--- src/rtl/uart_fifo_ctrl.sv ---
// uart_fifo_ctrl: UART with TX/RX FIFOs, 16x baud generator and a 4-register bus
// Ports: clk, Rst (async active-low), rx serial in, tx serial out,
//        uart_addr/tx_wen/rx_ren/uart_din register bus, uart_dout registered read data,
//        uart_IRQ registered level interrupt.
module uart_fifo_ctrl #(
   parameter int DATA_BITS  = 8,
   parameter int FIFO_DEPTH = 16,
   parameter int DEF_DIV    = 26,
   parameter bit PARITY_EN  = 1'b0
) (
   input  logic       clk,
   input  logic       Rst,
   input  logic       rx,
   output logic       tx,
   input  logic [1:0] uart_addr,
   input  logic       tx_wen,
   input  logic       rx_ren,
   input  logic [7:0] uart_din,
   output logic [7:0] uart_dout,
   output logic       uart_IRQ
);
   localparam int AW = $clog2(FIFO_DEPTH);
   typedef enum logic [2:0] {T_IDLE, T_START, T_DATA, T_PAR, T_STOP} tx_st_t;
   typedef enum logic [2:0] {R_IDLE, R_START, R_DATA, R_PAR, R_STOP} rx_st_t;
   logic rd, wr_data, rd_data, rd_stat;
   logic [7:0] div_q, bcnt_q, dout_q, rd_val, status;
   logic [2:0] ier_q;
   logic [3:0] stk_q;
   logic tick, irq_q;
   logic [DATA_BITS-1:0] tx_mem [FIFO_DEPTH];
   logic [DATA_BITS-1:0] rx_mem [FIFO_DEPTH];
   logic [AW:0] tx_wp_q, tx_rp_q, rx_wp_q, rx_rp_q;
   logic tx_empty, tx_full, rx_empty, rx_full;
   logic tx_push, tx_pop, rx_push, rx_pop, rx_push_ok;
   logic [DATA_BITS-1:0] tx_head, rx_head;
   tx_st_t tx_st_q;
   logic [3:0] tx_tc_q;
   logic [2:0] tx_bit_q;
   logic [DATA_BITS-1:0] tx_sh_q;
   logic tx_par_q, tx_q, tx_end, tx_idle;
   rx_st_t rx_st_q;
   logic [3:0] rx_tc_q;
   logic [2:0] rx_bit_q;
   logic [DATA_BITS-1:0] rx_sh_q;
   logic rx_s1_q, rx_s2_q, rx_s3_q, rx_smp;
   logic perr_ev, ferr_ev, rxovr_ev, txovr_ev;

   // a write wins over a simultaneous read
   assign rd      = rx_ren & ~tx_wen;
   assign wr_data = tx_wen && uart_addr == 2'd0;
   assign rd_data = rd && uart_addr == 2'd0;
   assign rd_stat = rd && uart_addr == 2'd1;

   assign tick = bcnt_q == 8'd0;

   assign tx_empty = tx_wp_q == tx_rp_q;
   assign tx_full  = tx_wp_q[AW] != tx_rp_q[AW] && tx_wp_q[AW-1:0] == tx_rp_q[AW-1:0];
   assign rx_empty = rx_wp_q == rx_rp_q;
   assign rx_full  = rx_wp_q[AW] != rx_rp_q[AW] && rx_wp_q[AW-1:0] == rx_rp_q[AW-1:0];
   assign tx_head  = tx_mem[tx_rp_q[AW-1:0]];
   assign rx_head  = rx_mem[rx_rp_q[AW-1:0]];

   assign tx_push    = wr_data & ~tx_full;
   assign rx_pop     = rd_data & ~rx_empty;
   // a pop in the same cycle frees the slot a full FIFO needs
   assign rx_push_ok = rx_push & (~rx_full | rx_pop);

   assign tx_end  = tick && tx_tc_q == 4'd15;
   assign tx_pop  = tick && !tx_empty && (tx_st_q == T_IDLE || (tx_st_q == T_STOP && tx_tc_q == 4'd15));
   assign tx_idle = tx_empty && tx_st_q == T_IDLE;

   assign rx_smp   = tick && rx_tc_q == 4'd15;
   assign rx_push  = rx_smp && rx_st_q == R_STOP;
   assign perr_ev  = rx_smp && rx_st_q == R_PAR && rx_s2_q != ^rx_sh_q;
   assign ferr_ev  = rx_push && !rx_s2_q;
   assign rxovr_ev = rx_push && !rx_push_ok;
   assign txovr_ev = wr_data && tx_full;

   always_comb begin
      status = {1'b0, stk_q, tx_idle, tx_full, ~rx_empty};
      rd_val = uart_addr == 2'd0 ? (rx_empty ? 8'h00 : 8'(rx_head)) :
               uart_addr == 2'd1 ? status :
               uart_addr == 2'd2 ? {5'b0, ier_q} : div_q;
   end

   always_ff @(posedge clk) begin
      if (tx_push) tx_mem[tx_wp_q[AW-1:0]] <= uart_din[DATA_BITS-1:0];
      if (rx_push_ok) rx_mem[rx_wp_q[AW-1:0]] <= rx_sh_q;
   end

   always_ff @(posedge clk or negedge Rst)
      if (!Rst) begin
         div_q   <= 8'(DEF_DIV);
         bcnt_q  <= 8'(DEF_DIV);
         ier_q   <= '0;
         stk_q   <= '0;
         dout_q  <= '0;
         irq_q   <= 1'b0;
         tx_wp_q <= '0;
         tx_rp_q <= '0;
         rx_wp_q <= '0;
         rx_rp_q <= '0;
      end else begin
         bcnt_q <= tick ? div_q : bcnt_q - 8'd1;
         if (tx_wen && uart_addr == 2'd2) ier_q <= uart_din[2:0];
         if (tx_wen && uart_addr == 2'd3) div_q <= uart_din;
         // an error arriving on the clearing read stays set
         stk_q  <= (rd_stat ? 4'b0 : stk_q) | {txovr_ev, perr_ev, ferr_ev, rxovr_ev};
         dout_q <= rd ? rd_val : dout_q;
         irq_q  <= (ier_q[0] & ~rx_empty) | (ier_q[1] & tx_idle) | (ier_q[2] & |stk_q);
         if (tx_push) tx_wp_q <= tx_wp_q + 1'b1;
         if (tx_pop) tx_rp_q <= tx_rp_q + 1'b1;
         if (rx_push_ok) rx_wp_q <= rx_wp_q + 1'b1;
         if (rx_pop) rx_rp_q <= rx_rp_q + 1'b1;
      end

   // tick counter free-runs and wraps every 16 ticks; a pop restarts it for the new frame
   always_ff @(posedge clk or negedge Rst)
      if (!Rst) begin
         tx_st_q  <= T_IDLE;
         tx_tc_q  <= '0;
         tx_bit_q <= '0;
         tx_sh_q  <= '0;
         tx_par_q <= 1'b0;
         tx_q     <= 1'b1;
      end else begin
         if (tick) tx_tc_q <= tx_tc_q + 4'd1;
         if (tx_pop) begin
            tx_st_q  <= T_START;
            tx_tc_q  <= '0;
            tx_sh_q  <= tx_head;
            tx_par_q <= ^tx_head;
            tx_q     <= 1'b0;
         end else if (tx_end)
            case (tx_st_q)
               T_START: begin
                  tx_st_q  <= T_DATA;
                  tx_bit_q <= '0;
                  tx_q     <= tx_sh_q[0];
               end
               T_DATA:
                  if (tx_bit_q == 3'(DATA_BITS-1)) begin
                     tx_st_q <= PARITY_EN ? T_PAR : T_STOP;
                     tx_q    <= PARITY_EN ? tx_par_q : 1'b1;
                  end else begin
                     tx_bit_q <= tx_bit_q + 3'd1;
                     tx_sh_q  <= tx_sh_q >> 1;
                     tx_q     <= tx_sh_q[1];
                  end
               T_PAR: begin
                  tx_st_q <= T_STOP;
                  tx_q    <= 1'b1;
               end
               T_STOP: tx_st_q <= T_IDLE;
               default: tx_st_q <= tx_st_q;
            endcase
      end

   always_ff @(posedge clk or negedge Rst)
      if (!Rst) begin
         rx_s1_q  <= 1'b1;
         rx_s2_q  <= 1'b1;
         rx_s3_q  <= 1'b1;
         rx_st_q  <= R_IDLE;
         rx_tc_q  <= '0;
         rx_bit_q <= '0;
         rx_sh_q  <= '0;
      end else begin
         rx_s1_q <= rx;
         rx_s2_q <= rx_s1_q;
         rx_s3_q <= rx_s2_q;
         if (tick) rx_tc_q <= rx_tc_q + 4'd1;
         case (rx_st_q)
            R_IDLE:
               if (rx_s3_q && !rx_s2_q) begin
                  rx_st_q <= R_START;
                  rx_tc_q <= '0;
               end
            // half-bit check: a line back high by now was a glitch
            R_START:
               if (tick && rx_tc_q == 4'd7) begin
                  rx_st_q  <= rx_s2_q ? R_IDLE : R_DATA;
                  rx_tc_q  <= '0;
                  rx_bit_q <= '0;
               end
            R_DATA:
               if (rx_smp) begin
                  rx_sh_q  <= {rx_s2_q, rx_sh_q[DATA_BITS-1:1]};
                  rx_bit_q <= rx_bit_q + 3'd1;
                  if (rx_bit_q == 3'(DATA_BITS-1)) rx_st_q <= PARITY_EN ? R_PAR : R_STOP;
               end
            R_PAR: if (rx_smp) rx_st_q <= R_STOP;
            default: if (rx_smp) rx_st_q <= R_IDLE;
         endcase
      end

   assign tx        = tx_q;
   assign uart_dout = dout_q;
   assign uart_IRQ  = irq_q;
endmodule

--- config.mk ---
export PLATFORM = sky130hd
export DESIGN_NAME = uart_fifo_ctrl
export DESIGN_NICKNAME = d
export VERILOG_FILES = /design/src/rtl/uart_fifo_ctrl.sv
export SDC_FILE = /design/constraint.sdc
export NUM_CORES = 1
export LEC_CHECK = 0
export ABC_CLOCK_PERIOD_IN_PS = 3250
export CAP_MARGIN = 20
export CELL_PAD_IN_SITES_DETAIL_PLACEMENT = 0
export CELL_PAD_IN_SITES_GLOBAL_PLACEMENT = 1
export CORE_MARGIN = 2
export CORE_UTILIZATION = 54
export DETAILED_ROUTE_END_ITERATION = 12
export GPL_ROUTABILITY_DRIVEN = 0
export GPL_TIMING_DRIVEN = 1
export PLACE_DENSITY_LB_ADDON = 0.1
export SYNTH_ARGS = -nofsm -noshare
export SYNTH_HDL_FRONTEND = slang
export SYNTH_SLANG_ARGS = --single-unit
--- constraint.sdc ---
create_clock -name clk -period 3.25 [get_ports clk]
set_input_delay 0.65 -clock clk [delete_from_list [all_inputs] [get_ports clk]]
set_output_delay 0.65 -clock clk [all_outputs]
set_load 0.005 [all_outputs]
==> flow_summary_export.csv <==
group,metric,value,unit
yosys,synth_area_leader_cell,"edfxtp_1",
timing,worstMarginPinSlew,1.06,ns
route,postRouteWirelength,31600,um
clock_tree,ctsRootBufferMaster,"clkbuf_16",
route,drt.antenna.violating_nets,0,
place,post-place-cells,1209,
critical_path,worst-endpoint-required,3.42,ns
route,total_via_count_after_detailed_routing,7744,
critical_path,timing.reg2reg.setup_slack,0.54,ns
min_path,hp-class,"input pin to asynchronous set/reset pin",
yosys,synth_enable_flop_cells,256,
critical_path,worst_reg2reg_path_length_in_cells,7,
critical_path,crit_chain,"inv_1, ha_1, nor3b_1, nand4_1, a21oi_1, buf_4, and3_1",
clock_tree,tritoncts,"yes",
clock_tree,clk_transition_reported_paths,0.06,ns
power,power.ir.vdd_worst,0.000512,V
clock_tree,cts-resized-gates,0,
critical_path,worst_r2r_endpoint,"rx_mem[15][2]",
yosys,post_synth.cell_area_avg,16.6,sq um
route,detail_route.first_pass.iterations,5,
timing,final_hold_viol_count,0,
global_routing,grt_pass1_vias,8140,
yosys,netlist_area,0.0144,sq mm
timing,timing.final.crit_share,83.5,%
clock_tree,clk_path_buf_depth,3,
global_routing,overflow,0,
route,drtIter0Drc,634,
global_routing,antenna_found_initial,0,
yosys,yosys.cell_types.count,56,
route,route.detailed.drc,0,
critical_path,cp_top_family,"simple AND/OR/NAND/NOR gates",
final_layout,diodes,0,
global_routing,wire_length_of_the_first_global_routing_pass,49200,um
floorplanning,die_height,168,um
final_layout,final.fill_count,1887,
timing,timing.final.crit_period,2.71,ns
global_routing,grt_start_max_net_pins,83,
power,power.switching_fraction,23.9,%
power,power_frac_seq,49.2,%
power,leakagePower,6.08,nW
route,routedWlPerCell,24.7,um
yosys,post_synth_inst_count,871,
yosys,post_synth_most_frequent_cells,"edfxtp_1, dfrtp_1, mux4_2",
final_layout,fin_nets,946,
timing,post_route_clock_skew,0.0126,ns
timing,setup_repair_after_global_routing_missed_its_margin,"false",
timing,fin_hold_ws,0.150,ns
yosys,synth.area.top_cells,"edfxtp_1, dfrtp_1, mux4_2",
critical_path,worstSetupPathType,"register to register",
timing,timing.max_slew.rel_slack,29.2,%
status,status,"completed",
power,pwr-share-comb,10.7,%
floorplanning,die_area,0.0281,sq mm
clock_tree,htree_num_levels,2,
clock_tree,cts_sinks,348,
critical_path,worst_path_bufs_invs,2,
floorplanning,fp.coreArea,0.0261,sq mm
power,power.density_cell_area,651,mW/mm^2
clock_tree,post_cts_buffers,0,
final_layout,layoutNonFillerInstCount,1276,
critical_path,crit_path_max_cell_delay,0.47,ns
yosys,synth_async_sr_flop_share,26.4,%
place,port_buffers,24,
critical_path,crit_fanout,20,
yosys,synthesis.nets,903,
floorplanning,die_width,168,um
timing,slew_violations,0,
place,total_half_perimeter_wirelength_after_legalization_and_detailed_placement,20800,um
power,power.total,10.6,mW
critical_path,critical_path.endpoint_type,"register",
floorplanning,row_count,59,
power,power.net_switching,2.54,mW
route,route.detailed.vias_per_inst,6.07,
yosys,seq_area_frac_synth,69.2,%
floorplanning,floorplan.io_pins,25,
yosys,synth_warn,0,
yosys,synth.ff_latch_count,348,
timing,fmax,0.368,GHz
critical_path,worst_r2r_startpoint,"bcnt_q[0]",
global_routing,global_route.usage.total,23.4,%
clock_tree,cts_made_buffers,37,
run,timing.max_cap.violations,0,
clock_tree,postCtsHoldBufs,0,
floorplanning,initial_utilization,55.3,%
timing,tns_setup,0,ns
critical_path,start_kind,"register",
yosys,dominantRegCellSynth,"edfxtp_1",
critical_path,critical_path_arrival,2.88,ns
critical_path,cp_slowest_cell,"and3_1",
yosys,synth_top_area_share,53.2,%
final_layout,final_layout_size_suffix_gt1_share,19.9,%
power,clock_power_share,40.1,%
power,internal_power,8.09,mW
clock_tree,clk_latency,0.52,ns
final_layout,layout_area_growth_over_synthesis,13.1,%
timing,final-setup-viol-count,0,
yosys,synthMostInstantiatedCell,"edfxtp_1",
## placed cells by master (no fill, tap or decap), drive strengths merged, types with 3 or more instances in the layout
cell and n:
dfstp 10, edfxtp 256, nor2b 10, a22oi 25, clkinv 11, ha 17, nor3 7, nand4 8
bufinv 5, clkbuf 45, or4 3, mux2i 29, o221ai 3, xor2 16, nand2b 4, mux4 57
xnor2 26, nand3 9, mux2 32, nand3b 3, and2 9, a21oi 29, o21ai 31, nor2 31
dfrtp 82, or3b 3, clkinvlp 4, clkdlybuf4s50 23, o31ai 4, buf 25, and3 38, o211ai 3
inv 9, a22o 4, nand2 45
## through the flow
stage	instance area [sq um]	worst slack, ns	utilization, %
global route	16300	0.352	62.5
detailed placement	15100	0.414	57.7
global placement	15100	0.434	57.7
CTS	16300	0.582	62.4
finish	16300	0.536	62.5
floorplan	14400	0.641	-
## flip-flops by register name (all words and copies together), names as in the netlist, 3 cells and up
| signal | cells |
|---|---|
| tx_wp_q | 5 |
| tx_rp_q | 5 |
| tx_st_q | 3 |
| rx_wp_q | 5 |
| ier_q | 3 |
| rx_sh_q | 8 |
| rx_st_q | 3 |
| uart_dout | 8 |
| stk_q | 4 |
| div_q | 8 |
| rx_mem | 128 |
| rx_rp_q | 5 |
| rx_tc_q | 4 |
| tx_tc_q | 4 |
| tx_sh_q | 8 |
| bcnt_q | 8 |
| tx_bit_q | 3 |
| tx_mem | 128 |
| rx_bit_q | 3 |
## worst reg2reg max path, cell delays in order (launching register included)
cell     delay, ns
dfrtp_1       0.41
inv_1         0.07
ha_1          0.20
nor3b_1       0.43
nand4_1       0.28
a21oi_1       0.22
buf_4         0.28
and3_1        0.49
## cells by family after synthesis
logic type	Yosys count	synth area share [%]
flip-flops	348	69.2
adder cells (fa/ha/maj)	17	1.47
XOR/XNOR	42	2.55
multiplexers	118	13.4
AO/OA/AOI/OAI	114	5.07
AND/OR/NAND/NOR	180	6.70
buffers and inverters	52	1.59
## area by class of cell
type | instances | area, sq um | share of cell area (%)
Inverter | 8 | 30.0 | 0.184
Tap cell | 335 | 419 | 2.57
Timing Repair Buffer | 48 | 430 | 2.63
Sequential cell | 348 | 10000 | 61.2
Multi-Input combinational cell | 471 | 4220 | 25.8
Clock buffer | 45 | 998 | 6.11
Clock inverter | 21 | 240 | 1.47
## per-layer routing
layer	vias to the layer above	GRT usage (%)	routed length, um	share of wire (%)
li1	3479	-	-	-
met1	3980	31.0	13000	41
met2	229	40.9	16300	52
met3	56	3.29	1420	4.5
met4	0	6.62	753	2.4
met5	-	0	0	0
## power by group through the flow
stage                     combinational (mW)  sequential (mW)  clock [mW]
after global placement                  1.11             5.30           0
after detailed placement                1.14             5.32           0
after floorplan                        0.798             5.20           0
after CTS                               1.15             5.23        4.33
after global routing                    1.25             5.25        4.52
final                                   1.14             5.23        4.26
## worst max-delay path by stage
stage	from	endpoint	slack, ns	depth (start not counted)
floorplan	rx_ren	rx_mem[3][0]	0.64	7
global placement	uart_addr[0]	rx_mem[3][4]	0.43	8
detailed placement	uart_addr[0]	rx_mem[15][6]	0.41	6
CTS	bcnt_q[0]	rx_mem[15][6]	0.58	7
global route	bcnt_q[0]	rx_mem[15][2]	0.35	7
finish	bcnt_q[0]	rx_mem[15][2]	0.54	7
No activity file was read; power rests on OpenSTA's default activity.
